--- src/rtl/led_pattern_pkg.sv ---
// led_pattern_pkg: shared types and helpers for the multi-channel LED driver.
//   led_mode_t      - per-channel operating mode (OFF, ON, BLINK, BREATHE)
//   MODE_*_C        - raw 2-bit encodings of the config port mode field
//   calc_prescale() - clock cycles per prescaler tick
package led_pattern_pkg;

  localparam logic [1:0] MODE_OFF_C     = 2'd0;
  localparam logic [1:0] MODE_ON_C      = 2'd1;
  localparam logic [1:0] MODE_BLINK_C   = 2'd2;
  localparam logic [1:0] MODE_BREATHE_C = 2'd3;

  typedef enum logic [1:0] {
    MODE_OFF     = MODE_OFF_C,
    MODE_ON      = MODE_ON_C,
    MODE_BLINK   = MODE_BLINK_C,
    MODE_BREATHE = MODE_BREATHE_C
  } led_mode_t;

  function automatic int unsigned calc_prescale(input int unsigned clk_hz,
                                                input int unsigned tick_hz);
    return clk_hz / tick_hz;
  endfunction

endpackage

--- src/rtl/led_channel.sv ---
// led_channel: one LED output with its own mode, rate and pattern state.
//   i_clk, i_rst_n - clock, asynchronous active-low reset
//   i_tick         - shared prescaler tick (one cycle)
//   i_pwm          - shared free-running PWM count
//   i_we           - decoded config write for this channel
//   i_mode, i_rate - config values loaded on i_we
//   o_led          - registered LED drive, 1 = lit
module led_channel
  import led_pattern_pkg::*;
#(
  parameter int unsigned PWM_BITS  = 8,
  parameter int unsigned RATE_BITS = 16
) (
  input  logic                 i_clk,
  input  logic                 i_rst_n,
  input  logic                 i_tick,
  input  logic [PWM_BITS-1:0]  i_pwm,
  input  logic                 i_we,
  input  led_mode_t            i_mode,
  input  logic [RATE_BITS-1:0] i_rate,
  output logic                 o_led
);

  localparam logic [PWM_BITS-1:0] BrightMax = {PWM_BITS{1'b1}};

  led_mode_t            r_mode;
  logic [RATE_BITS-1:0] r_rate;
  logic [RATE_BITS-1:0] r_cnt;
  logic                 r_phase;
  logic [PWM_BITS-1:0]  r_bright;
  logic                 r_dir_down;
  logic                 r_led;

  logic w_step;
  logic w_lit;
  logic w_led_d;

  always_comb begin
    w_step = i_tick && (r_cnt == r_rate);
    w_lit  = (r_bright > i_pwm);
    w_led_d = 1'b0;
    unique case (r_mode)
      MODE_OFF:     w_led_d = 1'b0;
      MODE_ON:      w_led_d = 1'b1;
      MODE_BLINK:   w_led_d = r_phase;
      MODE_BREATHE: w_led_d = w_lit;
      default:      w_led_d = 1'b0;
    endcase
  end

  // A write takes priority over any tick/step in the same cycle.
  always_ff @(posedge i_clk or negedge i_rst_n) begin
    if (!i_rst_n) begin
      r_mode     <= MODE_OFF;
      r_rate     <= '0;
      r_cnt      <= '0;
      r_phase    <= 1'b0;
      r_bright   <= '0;
      r_dir_down <= 1'b0;
      r_led      <= 1'b0;
    end else begin
      r_led <= w_led_d;
      if (i_we) begin
        r_mode     <= i_mode;
        r_rate     <= i_rate;
        r_cnt      <= '0;
        r_phase    <= 1'b0;
        r_bright   <= '0;
        r_dir_down <= 1'b0;
      end else if (i_tick) begin
        if (w_step) begin
          r_cnt   <= '0;
          r_phase <= ~r_phase;
          // Triangle ramp: each endpoint is held for exactly one step.
          if (!r_dir_down) begin
            if (r_bright == BrightMax) begin
              r_dir_down <= 1'b1;
              r_bright   <= BrightMax - PWM_BITS'(1);
            end else begin
              r_bright <= r_bright + PWM_BITS'(1);
            end
          end else begin
            if (r_bright == '0) begin
              r_dir_down <= 1'b0;
              r_bright   <= PWM_BITS'(1);
            end else begin
              r_bright <= r_bright - PWM_BITS'(1);
            end
          end
        end else begin
          r_cnt <= r_cnt + RATE_BITS'(1);
        end
      end
    end
  end

  assign o_led = r_led;

endmodule

--- src/rtl/led_pattern_gen.sv ---
// led_pattern_gen: multi-channel LED pattern driver.
//   clk_25mhz, rst_n   - clock, asynchronous active-low reset
//   cfg_we, cfg_ch     - single-cycle config write strobe and channel index
//   cfg_mode, cfg_rate - mode (OFF/ON/BLINK/BREATHE) and step interval minus one
//   led                - registered LED drives, 1 = lit
//   tick               - registered prescaler tick pulse
module led_pattern_gen
  import led_pattern_pkg::*;
#(
  parameter int unsigned CLK_HZ    = 25_000_000,
  parameter int unsigned TICK_HZ   = 1000,
  parameter int unsigned CHANNELS  = 4,
  parameter int unsigned PWM_BITS  = 8,
  parameter int unsigned RATE_BITS = 16
) (
  input  logic                 clk_25mhz,
  input  logic                 rst_n,
  input  logic                 cfg_we,
  input  logic [3:0]           cfg_ch,
  input  logic [1:0]           cfg_mode,
  input  logic [RATE_BITS-1:0] cfg_rate,
  output logic [CHANNELS-1:0]  led,
  output logic                 tick
);

  localparam int unsigned PRESCALE = calc_prescale(CLK_HZ, TICK_HZ);
  localparam int unsigned PresW    = (PRESCALE > 1) ? $clog2(PRESCALE) : 1;

  if (PRESCALE < 2) begin : g_bad_prescale
    $error("PRESCALE = CLK_HZ/TICK_HZ must be at least 2");
  end
  if (CHANNELS < 1 || CHANNELS > 16) begin : g_bad_channels
    $error("CHANNELS must be in 1..16");
  end
  if (PWM_BITS < 4 || PWM_BITS > 12) begin : g_bad_pwm_bits
    $error("PWM_BITS must be in 4..12");
  end

  logic [PresW-1:0]    r_presc;
  logic [PWM_BITS-1:0] r_pwm;
  logic                r_tick;
  logic                w_tick;
  logic [CHANNELS-1:0] w_we;

  assign w_tick = (r_presc == PresW'(PRESCALE - 1));

  always_ff @(posedge clk_25mhz or negedge rst_n) begin
    if (!rst_n) begin
      r_presc <= '0;
      r_pwm   <= '0;
      r_tick  <= 1'b0;
    end else begin
      r_presc <= w_tick ? '0 : r_presc + PresW'(1);
      r_pwm   <= r_pwm + PWM_BITS'(1);
      r_tick  <= w_tick;
    end
  end

  // Indices >= CHANNELS never match, so such writes are dropped.
  always_comb begin
    for (int i = 0; i < CHANNELS; i++) begin
      w_we[i] = cfg_we && (cfg_ch == 4'(i));
    end
  end

  for (genvar g = 0; g < CHANNELS; g++) begin : g_ch
    led_channel #(
      .PWM_BITS (PWM_BITS),
      .RATE_BITS(RATE_BITS)
    ) u_channel (
      .i_clk  (clk_25mhz),
      .i_rst_n(rst_n),
      .i_tick (w_tick),
      .i_pwm  (r_pwm),
      .i_we   (w_we[g]),
      .i_mode (led_mode_t'(cfg_mode)),
      .i_rate (cfg_rate),
      .o_led  (led[g])
    );
  end

  assign tick = r_tick;

endmodule

--- config.mk ---
export PLATFORM = sky130hd
export DESIGN_NAME = led_pattern_gen
export DESIGN_NICKNAME = d
export VERILOG_FILES = /design/src/rtl/led_pattern_pkg.sv /design/src/rtl/led_channel.sv /design/src/rtl/led_pattern_gen.sv
export SDC_FILE = /design/constraint.sdc
export NUM_CORES = 1
export LEC_CHECK = 0
export CAP_MARGIN = 10
export CORE_AREA = 2 2 185 187
export CTS_BUF_LIST = sky130_fd_sc_hd__clkbuf_16
export CTS_CLUSTER_DIAMETER = 150
export DETAILED_ROUTE_END_ITERATION = 8
export DIE_AREA = 0 0 187 189
export GPL_ROUTABILITY_DRIVEN = 0
export SLEW_MARGIN = 10
export SYNTH_ARGS = -nofsm -noshare
export SYNTH_HDL_FRONTEND = slang
export SYNTH_SLANG_ARGS = --single-unit
--- constraint.sdc ---
create_clock -name clk_25mhz -period 2.3 [get_ports clk_25mhz]
set_input_delay 0.46 -clock clk_25mhz [delete_from_list [all_inputs] [get_ports clk_25mhz]]
set_output_delay 0.46 -clock clk_25mhz [all_outputs]
set_load 0.02 [all_outputs]
# [Yosys cells after proc, flatten, opt, wreduce, memory -nomap -nowiden]
# Cells that the tools add are included.
[word_totals] inputBits=25 output_inout_bits=5 regBits=204 wordCells=183
[classes] eq_ne=24 muxes=77 reduce_logical=29 n_lt_le_gt_ge=4 bitwise=4 n_addsub=14
[ops] cell="2-to-1 mux 16 bit" count=12
[ops] cell="2-to-1 mux 8 bit" count=24
[ops] cell="adder 16 x 1 -> 16 bit, second input constant" count=4
[ops] cell="equality test 16 bit" count=4
[ops] cell="adder 8 x 1 -> 8 bit, second input constant" count=5
[ops] cell="2-to-1 mux 1 bit" count=36
[ops] cell="equality test 8 bit, second input constant" count=4
[ops] cell="greater-than comparator 8 bit" count=4
[ops] cell="logical NOT 8 bit" count=4
[ops] cell="subtractor 8 x 1 -> 8 bit, second input constant" count=4
[ops] cell="equality test 2 bit, second input constant" count=8
[ops] cell="case mux 1 bit (4 select lines)" count=4
[ops] cell="nonzero test 2 bit" count=8
[ops] cell="adder 15 x 1 -> 15 bit, second input constant" count=1
[ops] cell="equality test 15 bit, second input constant" count=1
[ops] cell="2-to-1 mux 15 bit" count=1
[ops] cell="equality test 2 x 1 -> 1 bit, second input constant" count=4
[ops] cell="equality test 4 x 2 -> 1 bit, second input constant" count=2
[ops] cell="logical AND 1 bit" count=8
[ops] cell="logical NOT 2 bit" count=4
[ops] cell="AND reduction 2 bit" count=4
[ops] cell="equality test 4 x 1 -> 1 bit, second input constant" count=1
[ops] cell="logical NOT 4 bit" count=1
[ops] cell="inverter 1 bit" count=4

# [Longest topological paths before layout]
# Gate-level depths: netlist of run 1.
[logic_depth] ltp_word=6 depth_mapped=10 depth_no_buf=8

# [Cells and area by module]
# From an unflattened synthesis of run 1, not the netlist that was laid out.
[unflattened] cells_unflattened=1182 area_unflattened_um2=11723.7
[by_module_without_submodules] mod="led_channel at g_ch[0].u_channel ..." instances=3 area_each_um2=2643.8 cells_per_inst=268
[by_module_without_submodules] mod="led_channel at g_ch[1].u_channel" instances=1 area_each_um2=2733.9 cells_per_inst=284
[by_module_without_submodules] mod="led_pattern_gen" instances=1 area_each_um2=1058.5 cells_per_inst=94

# [Worst setup path after synthesis of run 1]
# Ideal clock, no wire load.
[synth_path] kind="register to register" startpoint="register g_ch[0].u_channel.r_bright[3]" endpoint="register g_ch[0].u_channel.r_bright[3]" slack_ns=0.042 synth_period_minus_slack_ns=2.258 required_ns=2.175 stages_incl_launch_ff=9 t_arrival_ns=2.133 setup_time_ns=0.125 path_cell_list="dfrtp_1 > buf_6 > or4_4 > or4_4 > and2_4 > buf_6 > o21ai_2 > a21oi_1 > mux2_4"
[synth_via] elab_chain_cells=6
[synth_lines] item="start: declaration" line_no="led_channel.sv:30" rtl="logic [PWM_BITS-1:0] r_bright;"
[synth_lines] item="start signal: assignment" line_no="led_channel.sv:78" rtl="r_bright <= BrightMax - PWM_BITS'(1);"
[synth_lines] item="start signal: assignment" line_no="led_channel.sv:80" rtl="r_bright <= r_bright + PWM_BITS'(1);"
[synth_lines] item="start signal: assignment" line_no="led_channel.sv:87" rtl="r_bright <= r_bright - PWM_BITS'(1);"
[synth_lines] item="adder 8 x 1 -> 8 bit (tied with other cells)" line_no="led_channel.sv:80"
[synth_lines] item="2-to-1 mux 8 bit (on tied branches)" line_no="led_channel.sv:76, led_channel.sv:83"
[synth_lines] item="2-to-1 mux 8 bit *" line_no="led_channel.sv:75" rtl="if (!r_dir_down) begin"
[synth_lines] item="2-to-1 mux 8 bit *" line_no="led_channel.sv:71" rtl="if (w_step) begin"
[synth_lines] item="2-to-1 mux 8 bit *" line_no="led_channel.sv:70" rtl="end else if (i_tick) begin"
[synth_lines] item="2-to-1 mux 8 bit *" line_no="led_channel.sv:63" rtl="if (i_we) begin"
# Mark *: on every way between the ends. The rest lies on a longest branch, timed or not. The select of a mux whose other input is x is not followed.
# A chain may end at the register's enable or synchronous reset.

# [Worst setup path after layout of run 1]
[layout_path] startpoint="register g_ch[1].u_channel.r_bright[0]" endpoint="register g_ch[1].u_channel.r_bright[2]"
[layout_via] elab_chain_cells=6
[layout_lines] item="start: declaration" line_no="led_channel.sv:30"
[layout_lines] item="start signal: assignment" line_no="led_channel.sv:78"
[layout_lines] item="start signal: assignment" line_no="led_channel.sv:80"
[layout_lines] item="start signal: assignment" line_no="led_channel.sv:87"
[layout_lines] item="adder 8 x 1 -> 8 bit (tied with other cells)" line_no="led_channel.sv:80"
[layout_lines] item="2-to-1 mux 8 bit (on tied branches)" line_no="led_channel.sv:76, led_channel.sv:83"
[layout_lines] item="2-to-1 mux 8 bit *" line_no="led_channel.sv:75"
[layout_lines] item="2-to-1 mux 8 bit *" line_no="led_channel.sv:71"
[layout_lines] item="2-to-1 mux 8 bit *" line_no="led_channel.sv:70"
[layout_lines] item="2-to-1 mux 8 bit *" line_no="led_channel.sv:63"
# Marked as above.

==> results_dict.tcl, run 1 <==
set metrics [dict create \
    total_power_w 0.00999 \
    crit_type "flop to flop" \
    power_density_mw_per_mm2 718 \
    drive_above_1_share_pct 12.6 \
    cp.required_ns 2.75 \
    cts_buffers 24 \
    ys_seq_area_share_pct 44.2 \
    clock_latency_ns 0.53 \
    period_share_pct 94.9 \
    dieHeight_um 189 \
    worst-path-max-fanout 7 \
    grt_start_max_net_pins 63 \
    cp_top_family "compound AO/OA/AOI/OAI gates" \
    grt_pass1_wl_um 49700 \
    synth_area_leader_cell "dfrtp_1" \
    synthCells 1317 \
    route.detailed.drc 0 \
    r2r_start "g_ch[1].u_channel.r_bright[0]" \
    regArea_mm2 0.00510 \
    start_util_pct 34.7 \
    io_buffers 29 \
    rows 67 \
    ys_ff_latch 204 \
    cts_root_buf "clkbuf_16" \
    worst_pin_slew_ns 0.623 \
    hold_violations 0 \
    vdd_drop_max_uv 529 \
    setup_viol_count_final 0 \
    drt_iter0_drc 624 \
    antenna_found_initial 1 \
    min_period_ns 2.18 \
    clkSinkCount 204 \
    synth_top_area_share_pct 44.2 \
    synthesis.nets 1392 \
    wire_per_inst_um 16.0 \
    cts_tree "built" \
    synth.area.top_cells "dfrtp_1 (44%), nand2_1 (9.8%), xnor2_1 (8.3%)" \
    slew_headroom_pct 57.9 \
    syn_area_mm2 0.0115 \
    io_pins 30 \
    crit_chain "ha_1, nand4_1, or2_2, a31o_2, a2111oi_2, a31o_2" \
    ys_async_sr_fraction_pct 100 \
    p_leak_nw 6.25 \
    synth_edf_count 0 \
    synth_cell_types 67 \
    die-area_mm2 0.0353 \
    grt_pass1_vias 9489 \
    skew_ns 0.0187 \
    clkTransAtPathRegs_ns 0.06 \
    multi_input_area_mm2 0.00610 \
    drv_cap 0 \
    hold_path_class "primary input to asynchronous set/reset pin" \
    area_delta_synth_final_pct 20.4 \
    crit_buf_inv 0 \
    routed_via_density 5.13 \
    yosysMostFrequentCell "nand2_1" \
    endpoint_kind "flop" \
    setup_tns_ns 0 \
    synth_ff_type "dfrtp_1" \
    start_kind "flop" \
    vias 9682 \
    outcome "complete, no violations" \
    nets 1498 \
    drtAntennaViolNets 0 \
    final_max_slew_viol_count 0 \
    crit_top_cell "a31o_2" \
    gr-total-overflow 0 \
    wl_um 30100 \
    n_fill_cell 3316 \
    fp.coreArea_mm2 0.0333 \
    cpMaxStageDelayCell "dfrtp_1" \
    hpwl_um 21600 \
    yosysWarnings 0 \
    fin_util_pct 41.8 \
    cts_buffer_depth 3 \
    place_ws_ns -0.251 \
    htreeDepth 1 \
    finalWorstSetupSlack_ns 0.118 \
    slowest_delay_ns 0.47 \
    cp_data_arrival_time_ns 2.63 \
    grt_usage_pct 17.1 \
    syn-mean-instance-area_um2 8.77 \
    startpoint "g_ch[1].u_channel.r_bright[0]" \
    drt_pass1_iterations 5 \
    fin_hold_ws_ns 0.497 \
    fmax_mhz 458 \
    antenna_cells 0 \
    netlist_top_cells_count "nand2_1 (302), dfrtp_1 (204), nor2_1 (116), xnor2_1 (109), ha_1 (50)" \
    die_w_um 187 \
]
==> placed cells by master (no fill, tap or decap), drive strengths merged, types with 14 or more instances in the layout <==
cell type / n
nor4: 20
nor3: 25
nand3: 40
o21ai: 45
and3: 14
buf: 111
xor2: 34
clkdlybuf4s50: 28
a21oi: 47
nor2: 116
dfrtp: 204
ha: 50
xnor2: 109
nand4: 47
nand2: 302
inv: 43
clkbuf: 25
==> per-stage QoR <==
| stage | cell area [um^2] | cells |
|---|---|---|
| 3_3_place_gp | 13000 | 1841 |
| 3_5_place_dp | 13000 | 1841 |
| 4_1_cts | 13800 | 1887 |
| 5_1_grt | 13900 | 1888 |
| 2_1_floorplan | 11500 | 1317 |
| 6_report | 13900 | 1888 |
==> metal layers <==
| metal | track usage [%] | vias up | share of wire (%) |
|---|---|---|---|
| li1 | - | 4725 | - |
| met1 | 24.5 | 4697 | 48 |
| met2 | 27.6 | 219 | 46 |
| met3 | 2.24 | 41 | 4.3 |
| met4 | 3.72 | 0 | 2.0 |
| met5 | 0 | - | 0 |
==> flip-flops by register name (all words and copies together), names as in the netlist, 8 cells and up <==
signal / flops
g_ch.u_channel.r_cnt: 64
g_ch.u_channel.r_mode: 8
r_pwm: 8
g_ch.u_channel.r_rate: 64
r_presc: 15
g_ch.u_channel.r_bright: 32
==> cell type report <==
class / count / share of cell area [%]
Multi-Input combinational cell: 1012 / 43.9
Sequential cell: 204 / 36.7
Timing Repair Buffer: 141 / 8.66
Clock buffer: 24 / 4.32
Tap cell: 448 / 4.03
Clock inverter: 19 / 1.26
Inverter: 40 / 1.08
==> path summary, 6_finish.rpt <==
| check | slack, ns | endpoint | cells after the start |
|---|---|---|---|
| max in group asynchronous | 1.10 | g_ch[2].u_channel.r_rate[14] | 3 |
| min in group clk_25mhz | 0.50 | g_ch[1].u_channel.r_rate[7] | 2 |
| setup reg to reg | 0.12 | g_ch[1].u_channel.r_bright[2] | 6 |
| hold / removal | 0.50 | g_ch[2].u_channel.r_bright[6] | 2 |
| setup / recovery | 0.12 | g_ch[1].u_channel.r_bright[2] | 6 |
| hold reg to reg | 0.50 | g_ch[1].u_channel.r_rate[7] | 2 |
==> what timing repair did <==
action,in CTS,in global routing
resized for setup,2,18
hold buffers,1,0
gates cloned,0,0
hold endpoints to repair,55,0
setup buffers,2,1
pin swaps,1,2
setup endpoints to repair,14,52
==> cells by family (layout without fill, tap and decap cells) <==
logic type	Yosys count	in the layout	synth area share (%)
adders and majority gates	50	50	5.42
buffers and inverters	101	224	3.63
and+or+nand+nor	624	624	24.6
xor gates and xnor gates	143	143	10.8
AOI/OAI and AO/OA	191	191	10.9
muxes	4	4	0.401
DFF	204	204	44.2
==> power by group <==
| group | internal (W) | total (W) | switching [W] | leakage [nW] |
|---|---|---|---|---|
| logic | 0.000840 | 0.00176 | 0.000917 | 3.19 |
| clock network | 0.00223 | 0.00380 | 0.00156 | 0.386 |
| registers | 0.00401 | 0.00443 | 0.000422 | 2.68 |
| total | 0.00708 | 0.00999 | 0.00290 | 6.25 |
Note: power is estimated with default switching activity, not from simulation.
==> inputs of run 2 (changes only) <==
Settings changed: MAX_ROUTING_LAYER set to met4.
==> run 2 against run 1 <==
  * Via count rose by 0.22%
  * Clock-buffer cell count stayed put
  * Non-clock buffer count did not move
  * Power is essentially flat
  * Register-to-register slack hardly changed
  * Worst setup slack worse by 0.0070 ns
  * Sequential cell count did not move
  * Core utilization unchanged
==> results_dict.tcl, run 2 (same netlist as run 1, synthesis figures left out) <==
set metrics [dict create \
    outcome "complete, no violations" \
    reg2reg_slack_ns 0.11 \
    power_density_mw_per_mm2 719 \
    cts_root_buf "clkbuf_16" \
    finalWorstSetupSlack_ns 0.111 \
    antenna_found_initial 1 \
    top_regs "g_ch.u_channel.r_cnt: 64 flops, g_ch.u_channel.r_rate: 64 flops, g_ch.u_channel.r_bright: 32 flops" \
    start_util_pct 34.7 \
    grt_pass1_wl_um 49700 \
    layout.cells.non_filler 1888 \
    wl_um 30200 \
    die_w_um 187 \
    cp_data_arrival_time_ns 2.55 \
    crit_type "flop to flop" \
    drtAntennaViolNets 0 \
    top_usage_layer "met2" \
    final_max_slew_viol_count 0 \
    crit_end "g_ch[1].u_channel.o_led" \
    total_power_w 0.00999 \
    r2r_start "r_pwm[1]" \
    place_ws_ns -0.251 \
    hpwl_um 21600 \
    grt_pass1_vias 9488 \
    vias 9703 \
    cts_buffers 24 \
    cts_tree "built" \
    cts_buffer_depth 3 \
    final_common_cell "nand2_1" \
    rows 67 \
    hold_violations 0 \
    design_area_mm2 0.0139 \
    final_cell_mix "nand2_1 (299), dfrtp_1 (204), nor2_1 (116)" \
    worst-path-max-fanout 4 \
    hold_path_class "primary input to asynchronous set/reset pin" \
    route.detailed.drc 0 \
    gr-total-overflow 0 \
    drive_above_1_share_pct 12.6 \
    wire_per_inst_um 16.0 \
    clock_latency_ns 0.53 \
    r2r_cells 9 \
    grt_start_max_net_pins 63 \
    area_delta_synth_final_pct 20.4 \
    cp.required_ns 2.66 \
    routed_via_density 5.14 \
    endpoint_kind "flop" \
    startpoint "r_pwm[1]" \
    setup_tns_ns 0 \
    drt_iter0_drc 618 \
    skew_ns 0.0169 \
    die-area_mm2 0.0353 \
    p_leak_nw 6.25 \
    nets 1498 \
    io_pins 30 \
    worst_pin_slew_ns 0.639 \
    use_met2_pct 27.5 \
    clkSinkCount 204 \
    place_inst 1841 \
    antenna_cells 0 \
    slew_headroom_pct 56.8 \
    worstReg2RegEnd "g_ch[1].u_channel.o_led" \
    placed_area_mm2 0.0130 \
    vdd_drop_max_uv 528 \
    use_met3_pct 2.19 \
    min_period_ns 2.19 \
    start_kind "flop" \
    setup_viol_count_final 0 \
    htreeDepth 1 \
    drv_cap 0 \
    clkTransAtPathRegs_ns 0.06 \
    use_met1_pct 24.5 \
    period_share_pct 95.2 \
    drt_pass1_iterations 6 \
    fmax_mhz 457 \
    grt_usage_pct 17.6 \
    fp.coreArea_mm2 0.0333 \
    dieHeight_um 189 \
    io_buffers 29 \
]
run 2: cell counts in the layout (fill, tap and decap cells not counted):
No cell type changed its count.
run 2: per-layer routing:
metal,vias to the layer above,part of all wire (%)
li1,4722,-
met1,4712,48
met2,228,46
met3,41,4.3
met4,0,1.9
met5,-,0
run 2: final cells by class:
type,instances,area [um^2]
fill,3316,19400
clock buffer,24,601
inverter,40,150
sequential,204,5100
multi-input combinational,1012,6100
tap,448,561
clock inverter,19,175
timing repair buffer,141,1200
run 2: metrics by stage:
step | hold WS (ns) | util, %
floorplan | 0.164 | -
global placement | 0.461 | 39.0
detailed placement | 0.486 | 39.0
CTS | 0.501 | 41.5
global route | 0.514 | 41.8
finish | 0.497 | 41.8
run 2: how the worst min path moves through the flow:
stage	slack [ns]	to	from	cells past startpoint
floorplan	0.16	g_ch[0].u_channel.o_led	rst_n	0
global placement	0.46	r_pwm[7]	r_pwm[7]	1
detailed placement	0.49	g_ch[1].u_channel.r_rate[7]	g_ch[1].u_channel.r_rate[7]	2
CTS	0.50	g_ch[0].u_channel.r_mode[0]	g_ch[0].u_channel.r_mode[0]	2
global route	0.51	r_pwm[7]	r_pwm[7]	1
finish	0.50	g_ch[2].u_channel.r_bright[6]	rst_n	2
run 2: what timing repair did:
action / 4_1_cts / 5_1_grt
buffers inserted: 2 / 1
gates resized for setup: 2 / 18
setup endpoints to repair: 14 / 52
hold endpoints to repair: 55 / 0
pin swaps: 1 / 2
hold buffers: 1 / 0
run 2: worst max-delay path: stages (launching register included):
cell     delay (ns)
dfrtp_1        0.38
inv_1          0.13
buf_4          0.16
ha_1           0.29
nor2b_1        0.13
o21a_1         0.15
o21ai_0        0.14
a21oi_1        0.10
o31ai_1        0.32
a31oi_1        0.22
run 2: report_power, final:
part / switching, W / internal [W]
clock: 0.00157 / 0.00223
combinational: 0.000917 / 0.000840
sequential: 0.000423 / 0.00401
==> inputs of run 3 (changes only) <==
Clock period 2.3 ns to 2.8 ns, I/O delays scaled along.
==> run 3 against run 2 <==
  * Sequential power down 17%
  * Wire length down 2.3%
  * Global-route usage down 0.36 points
  * First-iteration DRC count up 4.7%
  * Combinational power down 23%
  * Clock power down 13%
  * Core utilization down 1.5 points
  * Cell count down 3.3%
  * Fmax down 13%
  * Critical path depth down 3
  * Clock-buffer cell count unchanged
  * Power down 17%
  * Critical path type unchanged
  * Largest cell class unchanged
  * Largest power group unchanged
==> results_dict.tcl, run 3 (same netlist as run 1, synthesis figures left out) <==
set metrics [dict create \
    gr-total-overflow 0 \
    dieHeight_um 189 \
    worst-path-max-fanout 11 \
    endpoint_kind "flop" \
    drtAntennaViolNets 0 \
    io_pins 30 \
    antenna_found_initial 0 \
    top_regs "g_ch.u_channel.r_cnt: 64 flops, g_ch.u_channel.r_rate: 64 flops, g_ch.u_channel.r_bright: 32 flops" \
    grt_pass1_wl_um 48800 \
    drt_iter0_drc 647 \
    final_max_slew_viol_count 0 \
    r2r_cells 6 \
    final_common_cell "nand2_1" \
    drt_pass1_iterations 5 \
    wire_per_inst_um 16.1 \
    fin_util_pct 40.2 \
    use_met1_pct 23.8 \
    outcome "complete, no violations" \
    hpwl_um 20700 \
    use_met3_pct 2.28 \
    drive_above_1_share_pct 8.06 \
    cts_tree "built" \
    cts_buffer_depth 3 \
    route.detailed.drc 0 \
    setup_viol_count_final 0 \
    wl_um 29500 \
    area_delta_synth_final_pct 16.0 \
    use_met2_pct 26.9 \
    min_period_ns 2.51 \
    cts_root_buf "clkbuf_16" \
    start_util_pct 34.7 \
    clkTransAtPathRegs_ns 0.06 \
    htreeDepth 1 \
    cp_data_arrival_time_ns 2.98 \
    ctsHoldBuffers 0 \
    crit_type "flop to flop" \
    start_kind "flop" \
    r2r_start "r_presc[10]" \
    die-area_mm2 0.0353 \
    setup_tns_ns 0 \
    vias 9465 \
    clock_latency_ns 0.53 \
    startpoint "r_presc[10]" \
    routed_via_density 5.19 \
    antenna_cells 0 \
    power_density_mw_per_mm2 622 \
    grt_pass1_vias 9298 \
    grt_start_max_net_pins 65 \
    cp.required_ns 3.27 \
    clkSinkCount 204 \
    vdd_drop_max_uv 448 \
    cts_setup_buffers 0 \
    final_cell_mix "nand2_1 (302), dfrtp_1 (204), nor2_1 (116)" \
    fp.coreArea_mm2 0.0333 \
    rsz0062_at_grt "no" \
    worst_pin_slew_ns 0.677 \
    drv_cap 0 \
    grt_usage_pct 17.2 \
    io_buffers 29 \
    die_w_um 187 \
    cts_resized 0 \
    hold_path_class "primary input to asynchronous set/reset pin" \
    cts_buffers 24 \
    skew_ns 0.0213 \
    slew_headroom_pct 54.2 \
    hold_violations 0 \
    rows 67 \
    fmax_mhz 398 \
    period_share_pct 89.7 \
    top_usage_layer "met2" \
    p_leak_nw 5.95 \
    nets 1437 \
]
## run 3: changes by cell type in the layout (fill, tap and decap cells not counted), sizes merged
| cell | delta |
|---|---|
| dlygate4sd3 | -1 |
| inv | -1 |
| bufinv | +2 |
| buf | -60 |
| clkinv | -3 |
## run 3: path summary, 6_finish.rpt
check,endpoint,slack (ns)
min,g_ch[0].u_channel.r_bright[2],0.03
min in group clk_25mhz,r_pwm[7],0.48
max in group asynchronous,g_ch[2].u_channel.o_led,2.03
max,g_ch[1].u_channel.r_bright[2],0.29
min reg2reg,r_pwm[7],0.48
max reg2reg,g_ch[1].u_channel.r_bright[2],0.29
## run 3: layer usage
layer / part of all wire, % / vias up
met1: 49 / 4588
met2: 45 / 213
met4: 2.0 / 0
li1: - / 4618
met3: 4.2 / 46
met5: 0 / -
## run 3: power by group
group          switching (W)  total, W  internal, W
Sequential          0.000374   0.00367      0.00329
Clock                0.00129   0.00331      0.00202
Combinational       0.000700   0.00136     0.000656
Total                0.00236   0.00833      0.00597
## run 3: critical path, stage by stage, from the launching register on
cell and delay (ns):
dfrtp_1 0.43, nor4bb_1 0.36, nand4_1 0.25, inv_2 0.32
nand2_1 0.28, a2111oi_0 0.62, a31o_2 0.19
## run 3: per-stage QoR
stage	total power, W	std cells	setup WS, ns	hold WS, ns	cell area [um^2]
2_1_floorplan	0.00462	1317	0.542	0.264	11500
3_3_place_gp	0.00503	1784	0.175	0.460	12600
3_5_place_dp	0.00507	1784	0.166	0.470	12600
4_1_cts	0.00841	1825	0.330	0.0593	13400
5_1_grt	0.00876	1825	0.0377	0.0807	13400
6_report	0.00833	1825	0.288	0.0308	13400
## run 3: area by class of cell
type | count | area [um^2]
clock buffers | 24 | 601
flip-flops and latches | 204 | 5100
clock inverters | 17 | 223
inverters | 40 | 150
fillers | 3333 | 19900
repair buffers | 80 | 727
well taps | 448 | 561
multi-input cells | 1012 | 6020
